--- src/rtl/microwave_timer_if.sv ---
// microwave_timer_if: keypad, magnetron-controller and display signals of the cooking timer
interface microwave_timer_if;
  logic       clearn;
  logic       key_valid;
  logic [3:0] key_digit;
  logic       mag_on;
  logic       timer_done;
  logic       running;
  logic [3:0] min_tens;
  logic [3:0] min_ones;
  logic [3:0] sec_tens;
  logic [3:0] sec_ones;
  logic       beep;
  modport master (output clearn, key_valid, key_digit, mag_on,
                  input timer_done, running, min_tens, min_ones, sec_tens, sec_ones, beep);
  modport slave (input clearn, key_valid, key_digit, mag_on,
                 output timer_done, running, min_tens, min_ones, sec_tens, sec_ones, beep);
endinterface

--- src/rtl/microwave_timer.sv ---
// microwave_timer: BCD MM:SS cooking timer counting down while mag_on; optional end-of-cook beep via TIMER_BEEP_EN
module microwave_timer #(
  parameter int TICKS_PER_SEC = 100,
  parameter int BEEP_SECS = 3
) (
  input logic clk,
  input logic resetn,
  microwave_timer_if.slave bus
);
  localparam int PW = TICKS_PER_SEC > 1 ? $clog2(TICKS_PER_SEC) : 1;
  logic [3:0] d3, d2, d1, d0, n3, n2, n1, n0;
  logic [PW-1:0] ps;
  logic done, run, tick, key, b0, b1, b2, last;
  always_comb begin
    done = ~|{d3, d2, d1, d0};
    run = bus.mag_on & ~done;
    tick = run & (ps == PW'(TICKS_PER_SEC - 1));
    key = bus.key_valid & ~bus.mag_on & (bus.key_digit <= 4'd9);
    last = ~|{d3, d2, d1} & (d0 == 4'd1);
    b0 = d0 == 4'd0;
    b1 = b0 & (d1 == 4'd0);
    b2 = b1 & (d2 == 4'd0);
    n0 = b0 ? 4'd9 : d0 - 4'd1;
    n1 = b0 ? (d1 == 4'd0 ? 4'd5 : d1 - 4'd1) : d1;
    n2 = b1 ? (d2 == 4'd0 ? 4'd9 : d2 - 4'd1) : d2;
    n3 = b2 ? d3 - 4'd1 : d3;
  end
  always_ff @(posedge clk or negedge resetn)
    if (!resetn) begin
      {d3, d2, d1, d0} <= '0;
      ps <= '0;
    end else if (!bus.clearn) begin
      {d3, d2, d1, d0} <= '0;
      ps <= '0;
    end else if (key) begin
      {d3, d2, d1, d0} <= {d2, d1, d0, bus.key_digit};
    end else if (tick) begin
      {d3, d2, d1, d0} <= {n3, n2, n1, n0};
      ps <= '0;
    end else if (run) begin
      ps <= ps + PW'(1);
    end
  assign bus.timer_done = done;
  assign bus.running = run;
  assign {bus.min_tens, bus.min_ones, bus.sec_tens, bus.sec_ones} = {d3, d2, d1, d0};
`ifdef TIMER_BEEP_EN
  localparam int BN = BEEP_SECS * TICKS_PER_SEC;
  localparam int BW = $clog2(BN + 1);
  logic [BW-1:0] bc;
  logic bp;
  // beep starts only on the countdown step 00:01 -> 00:00
  always_ff @(posedge clk or negedge resetn)
    if (!resetn) begin
      bp <= 1'b0;
      bc <= '0;
    end else if (!bus.clearn || key) begin
      bp <= 1'b0;
      bc <= '0;
    end else if (tick && last) begin
      bp <= 1'b1;
      bc <= BW'(BN - 1);
    end else if (bp) begin
      if (bc == '0) bp <= 1'b0;
      else bc <= bc - BW'(1);
    end
  assign bus.beep = bp;
`else
  assign bus.beep = 1'b0;
`endif
endmodule

--- src/flat_wrapper.sv ---
// flat-port wrapper written by rule: the top's interface ports become plain ports
module microwave_timer_flat 
#(
  parameter int TICKS_PER_SEC = 100,
  parameter int BEEP_SECS = 3
)
  (clk, resetn, bus_clearn, bus_key_valid, bus_key_digit, bus_mag_on, bus_timer_done, bus_running, bus_min_tens, bus_min_ones, bus_sec_tens, bus_sec_ones, bus_beep);
  microwave_timer_if bus_i ();
  input logic clk;
  input logic resetn;
  input wire logic [$bits(bus_i.clearn)-1:0] bus_clearn;
  input wire logic [$bits(bus_i.key_valid)-1:0] bus_key_valid;
  input wire logic [$bits(bus_i.key_digit)-1:0] bus_key_digit;
  input wire logic [$bits(bus_i.mag_on)-1:0] bus_mag_on;
  output wire logic [$bits(bus_i.timer_done)-1:0] bus_timer_done;
  output wire logic [$bits(bus_i.running)-1:0] bus_running;
  output wire logic [$bits(bus_i.min_tens)-1:0] bus_min_tens;
  output wire logic [$bits(bus_i.min_ones)-1:0] bus_min_ones;
  output wire logic [$bits(bus_i.sec_tens)-1:0] bus_sec_tens;
  output wire logic [$bits(bus_i.sec_ones)-1:0] bus_sec_ones;
  output wire logic [$bits(bus_i.beep)-1:0] bus_beep;
  assign bus_i.clearn = bus_clearn;
  assign bus_i.key_valid = bus_key_valid;
  assign bus_i.key_digit = bus_key_digit;
  assign bus_i.mag_on = bus_mag_on;
  assign bus_timer_done = bus_i.timer_done;
  assign bus_running = bus_i.running;
  assign bus_min_tens = bus_i.min_tens;
  assign bus_min_ones = bus_i.min_ones;
  assign bus_sec_tens = bus_i.sec_tens;
  assign bus_sec_ones = bus_i.sec_ones;
  assign bus_beep = bus_i.beep;
  microwave_timer #(.TICKS_PER_SEC(TICKS_PER_SEC), .BEEP_SECS(BEEP_SECS)) u_core (.clk(clk), .resetn(resetn), .bus(bus_i));
endmodule
--- config.mk ---
export PLATFORM = sky130hd
export DESIGN_NAME = microwave_timer_flat
export DESIGN_NICKNAME = d
export VERILOG_FILES = /design/src/rtl/microwave_timer_if.sv /design/src/rtl/microwave_timer.sv /design/src/flat_wrapper.sv
export SDC_FILE = /design/constraint.sdc
export NUM_CORES = 1
export LEC_CHECK = 0
export CORE_UTILIZATION = 30
export DETAILED_ROUTE_END_ITERATION = 16
export HOLD_SLACK_MARGIN = 0.06
export PLACE_DENSITY = 0.51
export SETUP_SLACK_MARGIN = 0.15
export SKIP_LAST_GASP = 1
export SYNTH_ARGS = -nofsm -noshare
export SYNTH_HDL_FRONTEND = slang
export SYNTH_SLANG_ARGS = --single-unit
--- constraint.sdc ---
create_clock -name clk -period 2.65 [get_ports clk]
set_clock_uncertainty 0.1 [all_clocks]
set_input_delay 0.3975 -clock clk [delete_from_list [all_inputs] [get_ports clk]]
set_output_delay 0.3975 -clock clk [all_outputs]
set_load 0.02 [all_outputs]
==> results of run 1 <==
through the flow:
| step | worst slack (ps) | cell area, um^2 | hold slack (ps) | utilization (%) |
|---|---|---|---|---|
| 2_1_floorplan | 276 | 1550 | 1.91 | - |
| 3_3_place_gp | 65.3 | 2060 | 442 | 42.6 |
| 3_5_place_dp | 17.5 | 2060 | 445 | 42.6 |
| 4_1_cts | 179 | 2120 | 405 | 43.6 |
| 5_1_grt | 183 | 2110 | 409 | 43.6 |
| 6_report | 253 | 2110 | 394 | 43.6 |
power groups by stage:
stage | logic [W] | clock network [W] | registers [W]
global placement | 0.000371 | 0 | 0.000399
CTS | 0.000386 | 0.000230 | 0.000393
detailed placement | 0.000377 | 0 | 0.000399
finish | 0.000383 | 0.000217 | 0.000393
floorplan | 0.000168 | 0 | 0.000443
global route | 0.000418 | 0.000245 | 0.000397
cell usage in the layout (no fill, tap or decap), drive strengths merged, types with 5 or more instances in the layout:
cell type,n
a211oi,5
clkdlybuf4s50,24
nor2,12
clkbuf,5
nand2,20
a21oi,9
nor3,6
a2bb2oi,9
dfrtp,23
o21a,6
buf,30
o21ai,12
inv,5
cells by family after synthesis:
| family | count (synthesis) |
|---|---|
| simple gates | 67 |
| mux | 3 |
| other cells | 1 |
| xor+xnor | 1 |
| fa+ha+maj | 2 |
| flops | 23 |
| compound gates | 62 |
| buf+inv | 14 |
cell usage after synthesis, drive strengths merged, types with 5 or more instances:
| cell type | instances |
|---|---|
| a211oi | 5 |
| a2bb2oi | 9 |
| nor3 | 6 |
| nand2 | 20 |
| inv | 5 |
| clkbuf | 6 |
| nor2 | 12 |
| o21ai | 12 |
| a21oi | 9 |
| o21a | 6 |
| dfrtp | 23 |
worst max-delay path, delay by kind of cell (launching register included):
kind / cells / cell delay [ps]
buf+inv: 3 / 310
compound gates: 1 / 350
flops: 1 / 390
simple gates: 1 / 430
fa+ha+maj: 1 / 160
worst min-delay path by stage:
stage,start,to,slack (ps),cells past startpoint
6_report,resetn,u_core.bus.min_tens[2],390,2
5_1_grt,resetn,u_core.bus.min_ones[3],410,2
3_5_place_dp,u_core.ps[6],u_core.ps[6],450,2
4_1_cts,resetn,u_core.bus.min_tens[2],400,2
2_1_floorplan,resetn,u_core.bus.min_ones[0],2,0
3_3_place_gp,u_core.ps[6],u_core.ps[6],440,2
state kept, by name, summed over array words and instances, names as in the netlist:
| register | cells |
|---|---|
| u_core.bus.sec_tens | 4 |
| u_core.bus.min_tens | 4 |
| u_core.bus.min_ones | 4 |
| u_core.bus.sec_ones | 4 |
| u_core.ps | 7 |
timing repair:
item,4_1_cts,5_1_grt
pin swaps,1,1
setup buffers,1,0
endpoints found under the setup margin,2,2
resized for setup,7,2
cell type report:
type	instances	area [um^2]
clock buffer	4	45.0
fill	500	2740
inverter	5	18.8
multi-input combinational	136	908
sequential	23	576
tap	67	83.8
timing repair buffer	55	480
metal layers:
layer / global-route usage, % / wire length (um) / part of all wire (%)
met2: 30.5 / 2140 / 48
met5: 0 / 0 / 0
met3: 2.06 / 191 / 4.3
met1: 24.1 / 2060 / 47
met4: 4.49 / 29 / 0.66
==> impl_results.md, run 1 <==
- Ys async rst share: 100%
- ANT cells: 0
- Xor and xnor area share after synthesis: 0.567%
- Routed vias: 1601
- Max-Cap Viols: 0
- Mean Syn Cell Area: 8.93 um^2
- Clock slew at reported path FFs: 80 ps
- CP Capture Type: output port
- Die X: 73.8 um
- Sw Pwr: 0.000331 W
- # hold bufs at CTS: 0
- Status: completed
- Initial core utilization: 31.9%
- Die area: 5440 um^2
- Worst-path fanout max: 3
- Clock group share of total power: 21.9%
- FF-to-FF path depth: 5
- Syn_nets: 184
- Largest family of logic cells by synthesized area: compound AO/OA/AOI/OAI gates
- Period utilization: 90.4%
- Min Clock Period, post-route: 2400 ps
- Cell Area, Synth: 1550 um^2
- Reg2reg end: u_core.bus.sec_tens[0]
- Post-Synthesis Cells: 173
- Crit path capture: bus_running
- ANT nets after route: 0
- Final setup viols: 0
- GRT overflow: 0
- Top cells by area, synth: dfrtp_1 (37%), a2bb2oi_1 (5.1%), nand2_1 (4.9%)
- Startpoint types: register
- Pleak: 0.883 nW
- Power Total: 0.000993 W
- Sum Neg Setup Slack: 0 ps
- CP most frequent cell: inv_1
- Setup repair after global routing missed its margin: no
- RD Place Congestion: 0.842
- Initial antenna violation count: 0
- Post-route DRC: 0
- Total GRT Usage: 17.9%
- Prevailing post-synth register cell: dfrtp_1
- Cell variety after synth: 50
- Largest net degree at the start of global routing: 24
- Critical path class: reg -> out
- Dominant cell type by area after synthesis: dfrtp_1
- Pwr dens: 470 nW/um^2
- Proportion of synthesized area in mux cells: 2.11%
- Vias per std cell: 5.52
- Fin. Hold Viols: 0
- CTS tree: built
- Core area: 4850 um^2
- Critical path's slowest cell: or3b_4
- Worst slew margin: 63.5%
- Post-Synth Adder-Cell Area: 1.62%
- Post-synthesis compound-gate area fraction: 29.6%
- Clk_lat worst skew: 260 ps
- CP cell instances: inv_1 -> ha_1 -> or3b_4 -> o41ai_4 -> inv_1 -> buf_2
- H-tree levels: 1
- Switch share: 33.3%
- Worst EP required: 2150 ps
- Post-synth top area share: 37.2%
- Combinational Power Share: 38.6%
- Clock sinks: 23
- Rows: 25
- Seq pwr share: 39.6%
- Reg2Reg Setup Slack: 460 ps
- Synth-to-layout area growth: 36.7%
- Cts bufs inserted: 3
- Root Driver: clkbuf_8
- Slowest Stage Delay on Critical Path: 430 ps
- Fin. max-slew vios: 0
- Register bit total from synthesis: 23
- Arrival time at the worst endpoint: 1900 ps
- Number of I/O pins: 28
- Worst VDD drop: 0.000200 V
- Fin nets: 235
- Setup crit start: u_core.bus.min_tens[0]
- Wire length per cell: 15.3 um
- Internal: 0.000662 W
- Die height: 73.8 um
- DPL Wire Length: 3.33 mm
- Drt pass-1 iters: 4
- Fin cells: 290
- Simple-gate share of the synthesized area: 24.2%
- Ys Warns: 0
- Layout cell share with drive strength beyond 1: 19.7%
- Fmax achieved: 417 MHz
- Tightest Pin Transition: 542 ps
- Port bufs: 26
- R2R Path Start: u_core.bus.sec_tens[1]
- First-pass GRT wire length: 7.48 mm
- DR iter-0 viols: 86
- Clk buf depth: 2
- Worst hold path class: in -> async
- Placed Cells: 285
- Post-synth EDFFs: 0
- Detailed Route WL: 4.42 mm
- Register area share after synthesis: 37.2%
- Vias in the first global route: 1558
Power figures use the tool's default switching activity.
==> run 2: changes to the inputs <==
--- a/config.mk
+++ b/config.mk
@@ -6,8 +6,8 @@
 export NUM_CORES = 1
 export LEC_CHECK = 0
 export CORE_UTILIZATION = 30
+export CTS_CLUSTER_SIZE = 20
 export DETAILED_ROUTE_END_ITERATION = 16
-export HOLD_SLACK_MARGIN = 0.06
 export PLACE_DENSITY = 0.51
 export SETUP_SLACK_MARGIN = 0.15
 export SKIP_LAST_GASP = 1
==> results of run 2 <==
The final DEF is identical to that of run 1; final timing and power are the same.
